`config.mk`:
```
export PLATFORM = sky130hd
export DESIGN_NAME = ika2151_phi_timing_gen
export DESIGN_NICKNAME = d
export VERILOG_FILES = /design/src/rtl/ika2151_phi_timing_gen.sv
export SDC_FILE = /design/constraint.sdc
export NUM_CORES = 1
export LEC_CHECK = 0
export ABC_AREA = 1
export CAP_MARGIN = 10
export CORE_AREA = 2 2 44 63
export CTS_CLUSTER_SIZE = 25
export DETAILED_ROUTE_END_ITERATION = 10
export DIE_AREA = 0 0 46 65
export GPL_ROUTABILITY_DRIVEN = 0
export HOLD_SLACK_MARGIN = 0.02
export SLEW_MARGIN = 20
export SYNTH_ARGS = -nofsm -noshare
export SYNTH_HDL_FRONTEND = slang
export SYNTH_SLANG_ARGS = --single-unit
```
`constraint.sdc`:
```
create_clock -name i_EMUCLK -period 1.95 [get_ports i_EMUCLK]
set_input_delay 0.195 -clock i_EMUCLK [delete_from_list [all_inputs] [get_ports i_EMUCLK]]
set_output_delay 0.195 -clock i_EMUCLK [all_outputs]
set_load 0.02 [all_outputs]
```
`src/rtl/ika2151_phi_timing_gen.sv`:
```
// ika2151_phi_timing_gen
//   Timing front end for the core. Divides i_EMUCLK into active-low phi1
//   rising/falling clock enables and runs the operator slot counter. It also
//   produces the frame sync and a synchronised, phi1-aligned initial clear.
//
//   Parameters
//     DIV   : EMUCLK cycles per phi1 half-period, 1..255
//     SLOTS : slot counter modulus, a power of two in 2..32
//
//   Ports
//     i_EMUCLK     : sole clock, all flops on posedge
//     i_RST        : asynchronous active-high reset
//     i_IC_n       : external initial clear, asynchronous, active-low
//     o_PHI1PCEN_n : 1-EMUCLK low pulse at each phi1 rising edge
//     o_PHI1NCEN_n : 1-EMUCLK low pulse at each phi1 falling edge
//     o_PHI1       : phi1 level
//     o_CYCLE      : current slot, 0..SLOTS-1
//     o_SYNC       : high for one phi1 period while slot SLOTS-1 is current
//     o_IC_n       : internal initial clear, active-low, phi1-aligned
//
//   Build option
//     IKA2151_IC_STRETCH_EN : hold o_IC_n low for a full frame of PCEN edges
//     after the synchronised clear deasserts, so every slot sees IC.
module ika2151_phi_timing_gen #(
   parameter int DIV   = 2,
   parameter int SLOTS = 32
) (
   input  logic       i_EMUCLK,
   input  logic       i_RST,
   input  logic       i_IC_n,
   output logic       o_PHI1PCEN_n,
   output logic       o_PHI1NCEN_n,
   output logic       o_PHI1,
   output logic [4:0] o_CYCLE,
   output logic       o_SYNC,
   output logic       o_IC_n
);

   localparam logic [7:0] DIV_TERM  = 8'(DIV - 1);
   localparam logic [4:0] SLOT_LAST = 5'(SLOTS - 1);

   logic [7:0] r_div;
   logic       r_phase;
   logic [4:0] r_cyc;
   logic       r_sync;
   logic       r_ic_s1;
   logic       r_ic_s2;
   logic       r_ic_q;

   logic w_term;
   logic w_pcen;
   logic w_ncen;

   assign w_term = (r_div == DIV_TERM);
   assign w_pcen = w_term & ~r_phase;
   assign w_ncen = w_term &  r_phase;

   // The enables decode registered state, but with DIV=1 that decode is
   // already true while held in reset. Gating with i_RST keeps both enables
   // idle during reset and cuts an in-flight pulse the instant reset hits.
   assign o_PHI1PCEN_n = ~(w_pcen & ~i_RST);
   assign o_PHI1NCEN_n = ~(w_ncen & ~i_RST);
   assign o_PHI1       = r_phase;
   assign o_CYCLE      = r_cyc;
   assign o_SYNC       = r_sync;
   assign o_IC_n       = r_ic_q;

   // phi1 divider
   always_ff @(posedge i_EMUCLK or posedge i_RST) begin
      if (i_RST) begin
         r_div   <= 8'd0;
         r_phase <= 1'b0;
      end else if (w_term) begin
         r_div   <= 8'd0;
         r_phase <= ~r_phase;
      end else begin
         r_div   <= r_div + 8'd1;
      end
   end

   // Two-flop synchroniser for the asynchronous clear input
   always_ff @(posedge i_EMUCLK or posedge i_RST) begin
      if (i_RST) begin
         r_ic_s1 <= 1'b0;
         r_ic_s2 <= 1'b0;
      end else begin
         r_ic_s1 <= i_IC_n;
         r_ic_s2 <= r_ic_s1;
      end
   end

`ifdef IKA2151_IC_STRETCH_EN
   // Counts PCEN edges seen with the synchronised clear released; o_IC_n
   // lets go on the SLOTS-th such edge. Any re-assertion restarts the count.
   logic [5:0] r_str;

   always_ff @(posedge i_EMUCLK or posedge i_RST) begin
      if (i_RST) begin
         r_ic_q <= 1'b0;
         r_str  <= 6'd0;
      end else if (w_pcen) begin
         if (!r_ic_s2) begin
            r_ic_q <= 1'b0;
            r_str  <= 6'd0;
         end else if (!r_ic_q) begin
            if (r_str == 6'(SLOTS - 1)) r_ic_q <= 1'b1;
            r_str <= r_str + 6'd1;
         end
      end
   end
`else
   always_ff @(posedge i_EMUCLK or posedge i_RST) begin
      if (i_RST)       r_ic_q <= 1'b0;
      else if (w_pcen) r_ic_q <= r_ic_s2;
   end
`endif

   // Slot counter: clear takes priority over increment; wrap and clear both
   // land on 0.
   always_ff @(posedge i_EMUCLK or posedge i_RST) begin
      if (i_RST) begin
         r_cyc <= 5'd0;
      end else if (w_pcen) begin
         if (!r_ic_q || r_cyc == SLOT_LAST) r_cyc <= 5'd0;
         else                               r_cyc <= r_cyc + 5'd1;
      end
   end

   // Sync is sampled half a phi1 period after the slot changes.
   always_ff @(posedge i_EMUCLK or posedge i_RST) begin
      if (i_RST)       r_sync <= 1'b0;
      else if (w_ncen) r_sync <= r_ic_q & (r_cyc == SLOT_LAST);
   end

endmodule

```
**After elaboration in Yosys (flattened, before gate mapping)**

Index checks and enable logic that the tools add are counted.
Widths: inputs -> output; s select.

- Reductions and logical operators: 2
- Eq/ne operators: 2
- Add/sub/neg operators: 2
- Bitwise logic cells: 9
- Multiplexer cells: 2

Operators with widths:

| kind | number |
|---|---|
| $add 8x1->8 const B | 1 |
| $eq 8x1->1 const B | 1 |
| $mux 8 | 1 |
| $add 5x1->5 const B | 1 |
| $and 1x1->1 | 5 |
| $eq 5x5->1 const B | 1 |
| $mux 5 | 1 |
| $not 1->1 | 4 |
| $logic_not 1->1 | 1 |
| $logic_or 1x1->1 | 1 |

- Word-level logic and storage cells: 24
- Bits of input ports: 3
- Register bits: 18
- Output and inout bits: 10

**Logic depth before layout (Yosys ltp)**

- Depth in word-level cells: 4
- Mapped depth: 9

**Worst setup path after synthesis**

No wires, ideal clock.

- Path kind: flip-flop to flip-flop
- From: register r_cyc[0], in the netlist o_CYCLE[0]
- To: register r_cyc[2], in the netlist o_CYCLE[2]
- Library setup time: 65 ps
- Arrival time: 1,432 ps
- Stages on the path, launching flop included: 10
- Slack: 452 ps
- Cell sequence: dfrtp_1 > ha_1 > nand2_1 > nor2_1 > ha_1 > inv_1 > nand2_1 > nor3b_1 > nand2_1 > nand2_1

- Cells in the longest elaborated chain, start to end: 3
- Elaborated cells between the ends (all ways): 4
- Those cells by class: add/sub (1); eq/ne (1); mux (1); reduce/logical (1)

Ends and longest elaborated chain:

| what | RTL line | source |
|---|---|---|
| from (decl) | 44 | `logic [4:0] r_cyc;` |
| from (signal assigned) | 125 | `else r_cyc <= r_cyc + 5'd1;` |
| parallel branches: the longest is 2 deep, another holds $add 5x1->5 | n/a |  |
| $mux 5 * | 124 | `if (!r_ic_q \|\| r_cyc == SLOT_LAST) r_cyc <= 5'd0;` |

Every way passes the cells marked *.
A chain may end at the register's enable or synchronous reset.

**Final worst setup path**

- From: register r_div[1]
- To: output port o_PHI1NCEN_n

- Cells in the longest elaborated chain, start to end: 4

Ends and longest elaborated chain:

| what | RTL line | source |
|---|---|---|
| from (decl) | 42 | `logic [7:0] r_div;` |
| from (signal assigned) | 77 | `r_div <= r_div + 8'd1;` |
| $eq 8x1->1 | 54 | `assign w_term = (r_div == DIV_TERM);` |
| $and 1x1->1 | 56 | `assign w_ncen = w_term & r_phase;` |
| $and 1x1->1 | 62 | `assign o_PHI1NCEN_n = ~(w_ncen & ~i_RST);` |
| $not 1->1 | 62 |  |
| to (decl) | 32 | `output logic o_PHI1NCEN_n,` |

Every way passes these cells.

==> metrics <==
# rows 22; HP Class primary input to async pin; Slew @ Worst Pin roughly 0.38 ns; Initial DRT Pass Iterations 4; final slew viol count 0; GRT Util Overall between 10% and 20%; Setup WS post-layout ~0.18 ns; Die Span Y approximately 65 um; nets ~140; Worst EP arrival 1.57 ns; final period utilization between 90% and 100%; Layout area overhead 23.2%; Routed Antenna Nets 0; outcome completed; Die ar. about 3000 um2; final wirelength ~1.8 mm; unrepaired setup endpoints after global routing no; largest net degree at the start of global routing 11; Hold Violations, Final 0; Clk pwr share between 30% and 40%; kind of critical path register to primary output; Data required, critical path 1.75 ns; logic gate share of total power between 8 and 9%; CTS max path bufs 2; Worst-path clk slew around 0.1 ns; Leak about 0.00062 uW; Netlist cell types 20; max incr delay on CP around 0.41 ns; Worst Skew 0.00569 ns; worst vdd ir 315 uV; number of CTS-inserted buffers 3; first-pass GRT wire length a little over 3 mm; Mapped Avg Cell Area slightly above 8 um2; layout cells sized above 1 16.3%; Worst path depth 6; Synth Warn # 0; vias in the first global route around 750; CP top delay family flip-flops; flops & latches, synth 18; drt first-iter violations 12; CP Launch Type register; final setup vio count 0; depth of the most critical reg-to-reg path 9; max cap viols 0; Placed Instance Area roughly 1100 um2; Pint just over 500 uW; post-DP HPWL between 1 and 1.5 mm; relative slew slack between 70 and 80%; Final Util approximately 47%; R2R setup slack roughly 0.36 ns; Wirelength per Cell approximately 12 um; Core Area about 2500 um2; DRC 0; NetSw roughly 160 uW; antenna violations before repair 0; min Tclk post-route around 1.8 ns; Fin Setup TNS 0 ns; n_diodes 0; slowest stage cell, crit path dfrtp_1; grt ovf 0; most used cell, CP nand3_1; CTS tree yes; r2r endpoint o_CYCLE[2]; vias per cell around 4.8; CP Buf/Inv Count 2; sw frac a little under a quarter; H-tree Lvls 1; fin area ~1200 um2; sequential area share after synthesis approximately 48%; worst-path cell chain inv_1 -> ha_1 -> nand3_1 -> nor2_4 -> nand3_1 -> dlygate4sd2_1; Synth Net Count around 120; worst-skew pair later-pin latency around 0.3 ns; clk sinks 18; critical path endpoint category primary output; Mapped Cells around 110; Initial Utilization between 30% and 40%; pwr/cell area 584 nW/um2; mapped cell area 940 um2; reg-to-reg startpoint o_CYCLE[0]; clk root buf clkbuf_4; Flop pwr share between 50% and 60%; I/O pin count 13; PortBufs 12; Fmax around 0.57 GHz; total number of vias about 760; Setup WS pre-CTS ~0.10 ns; Die Width ~46 um; crit-path max FO 3
power by group through the flow:
stage | Sequential [uW] | Combinational (uW) | Clock [uW]
after floorplan | 403 | 20.5 | 0
after global placement | 397 | 56.4 | 0
after detailed placement | 398 | 57.2 | 0
after CTS | 390 | 57.3 | 239
after global routing | 392 | 61.7 | 255
final | 390 | 55.3 | 231
cells in the final DEF, fill, tap and decap left out:
cell             Yosys  layout
buf_2                0       1
buf_4                0       5
clkbuf_4             0       3
clkbuf_8             0       1
clkdlybuf4s50_1      0      10
clkinv_1             1       1
dfrtp_1             18      18
dlygate4sd2_1        0       1
ha_1                 4       4
inv_1               15      15
inv_2                3       3
nand2_1             39      39
nand2_2              2       2
nand2_4              1       1
nand3_1              6       6
nand3_2              1       1
nand3b_1             1       1
nand4_1              1       1
nor2_1              11      11
nor2_2               1       1
nor2_4               3       3
nor2_8               1       1
nor3b_1              2       2
o21ai_0              1       1
o21ai_1              1       1
xor2_1               2       2
per-stage QoR:
step	hold WS, ns	cells	power (uW)
3_5_place_dp	0.341	154	455
2_1_floorplan	0.151	114	423
6_report	0.320	159	676
3_3_place_gp	0.337	154	454
5_1_grt	0.311	159	708
4_1_cts	0.321	158	686
repair_timing:
item	in CTS	in global routing
gates resized for setup	4	1
hold buffers	0	0
pin swaps	0	1
endpoints found under the setup margin	2	1
buffers inserted	0	1
tightest hold or removal path, delay by kind of cell:
kind / cells / cell delay [ns]
buffers and inverters: 3 / 0.76
cells by family after synthesis:
kind of cell / Yosys count / synth area share, %
AOI/OAI and AO/OA: 2 / 1.06
xor gates and xnor gates: 2 / 1.86
buffers and inverters: 19 / 7.59
DFF: 18 / 47.9
and+or+nand+nor: 69 / 36.2
adders and majority gates: 4 / 5.33
Yosys cell counts, drive strengths merged:
master,instances,area [um2]
nand3,7,40.0
nor3b,2,15.0
o21ai,2,10.0
clkinv,1,3.75
nor2,16,101
nand2,42,170
ha,4,50.1
xor2,2,17.5
inv,18,67.6
dfrtp,18,450
nand4,1,6.26
nand3b,1,7.51
routing by layer:
metal	track usage, %	part of all wire [%]
met1	15.9	40
met2	25.0	55
met3	2.79	2.2
met4	7.14	2.1
met5	0	0
worst max path at each step:
stage / from / to
5_1_grt: r_div[1] / o_PHI1PCEN_n
4_1_cts: r_div[1] / o_PHI1PCEN_n
3_5_place_dp: r_div[1] / o_PHI1PCEN_n
2_1_floorplan: o_CYCLE[0] / o_CYCLE[2]
6_report: r_div[1] / o_PHI1NCEN_n
3_3_place_gp: r_div[1] / o_PHI1PCEN_n
registers in the layout, indices dropped and copies added (netlist names):
| name | flops |
|---|---|
| o_SYNC | 1 |
| r_div | 8 |
| o_IC_n | 1 |
| r_ic_s1 | 1 |
| o_PHI1 | 1 |
| r_ic_s2 | 1 |
| o_CYCLE | 5 |
area by class of cell:
type	instances	area, um2
multi-input cells	77	418
inverters	19	71.3
clock buffers	4	36.3
well taps	24	30.0
flip-flops and latches	18	450
repair buffers	17	151
fillers	256	1320
(Power assumes the default switching activity.)
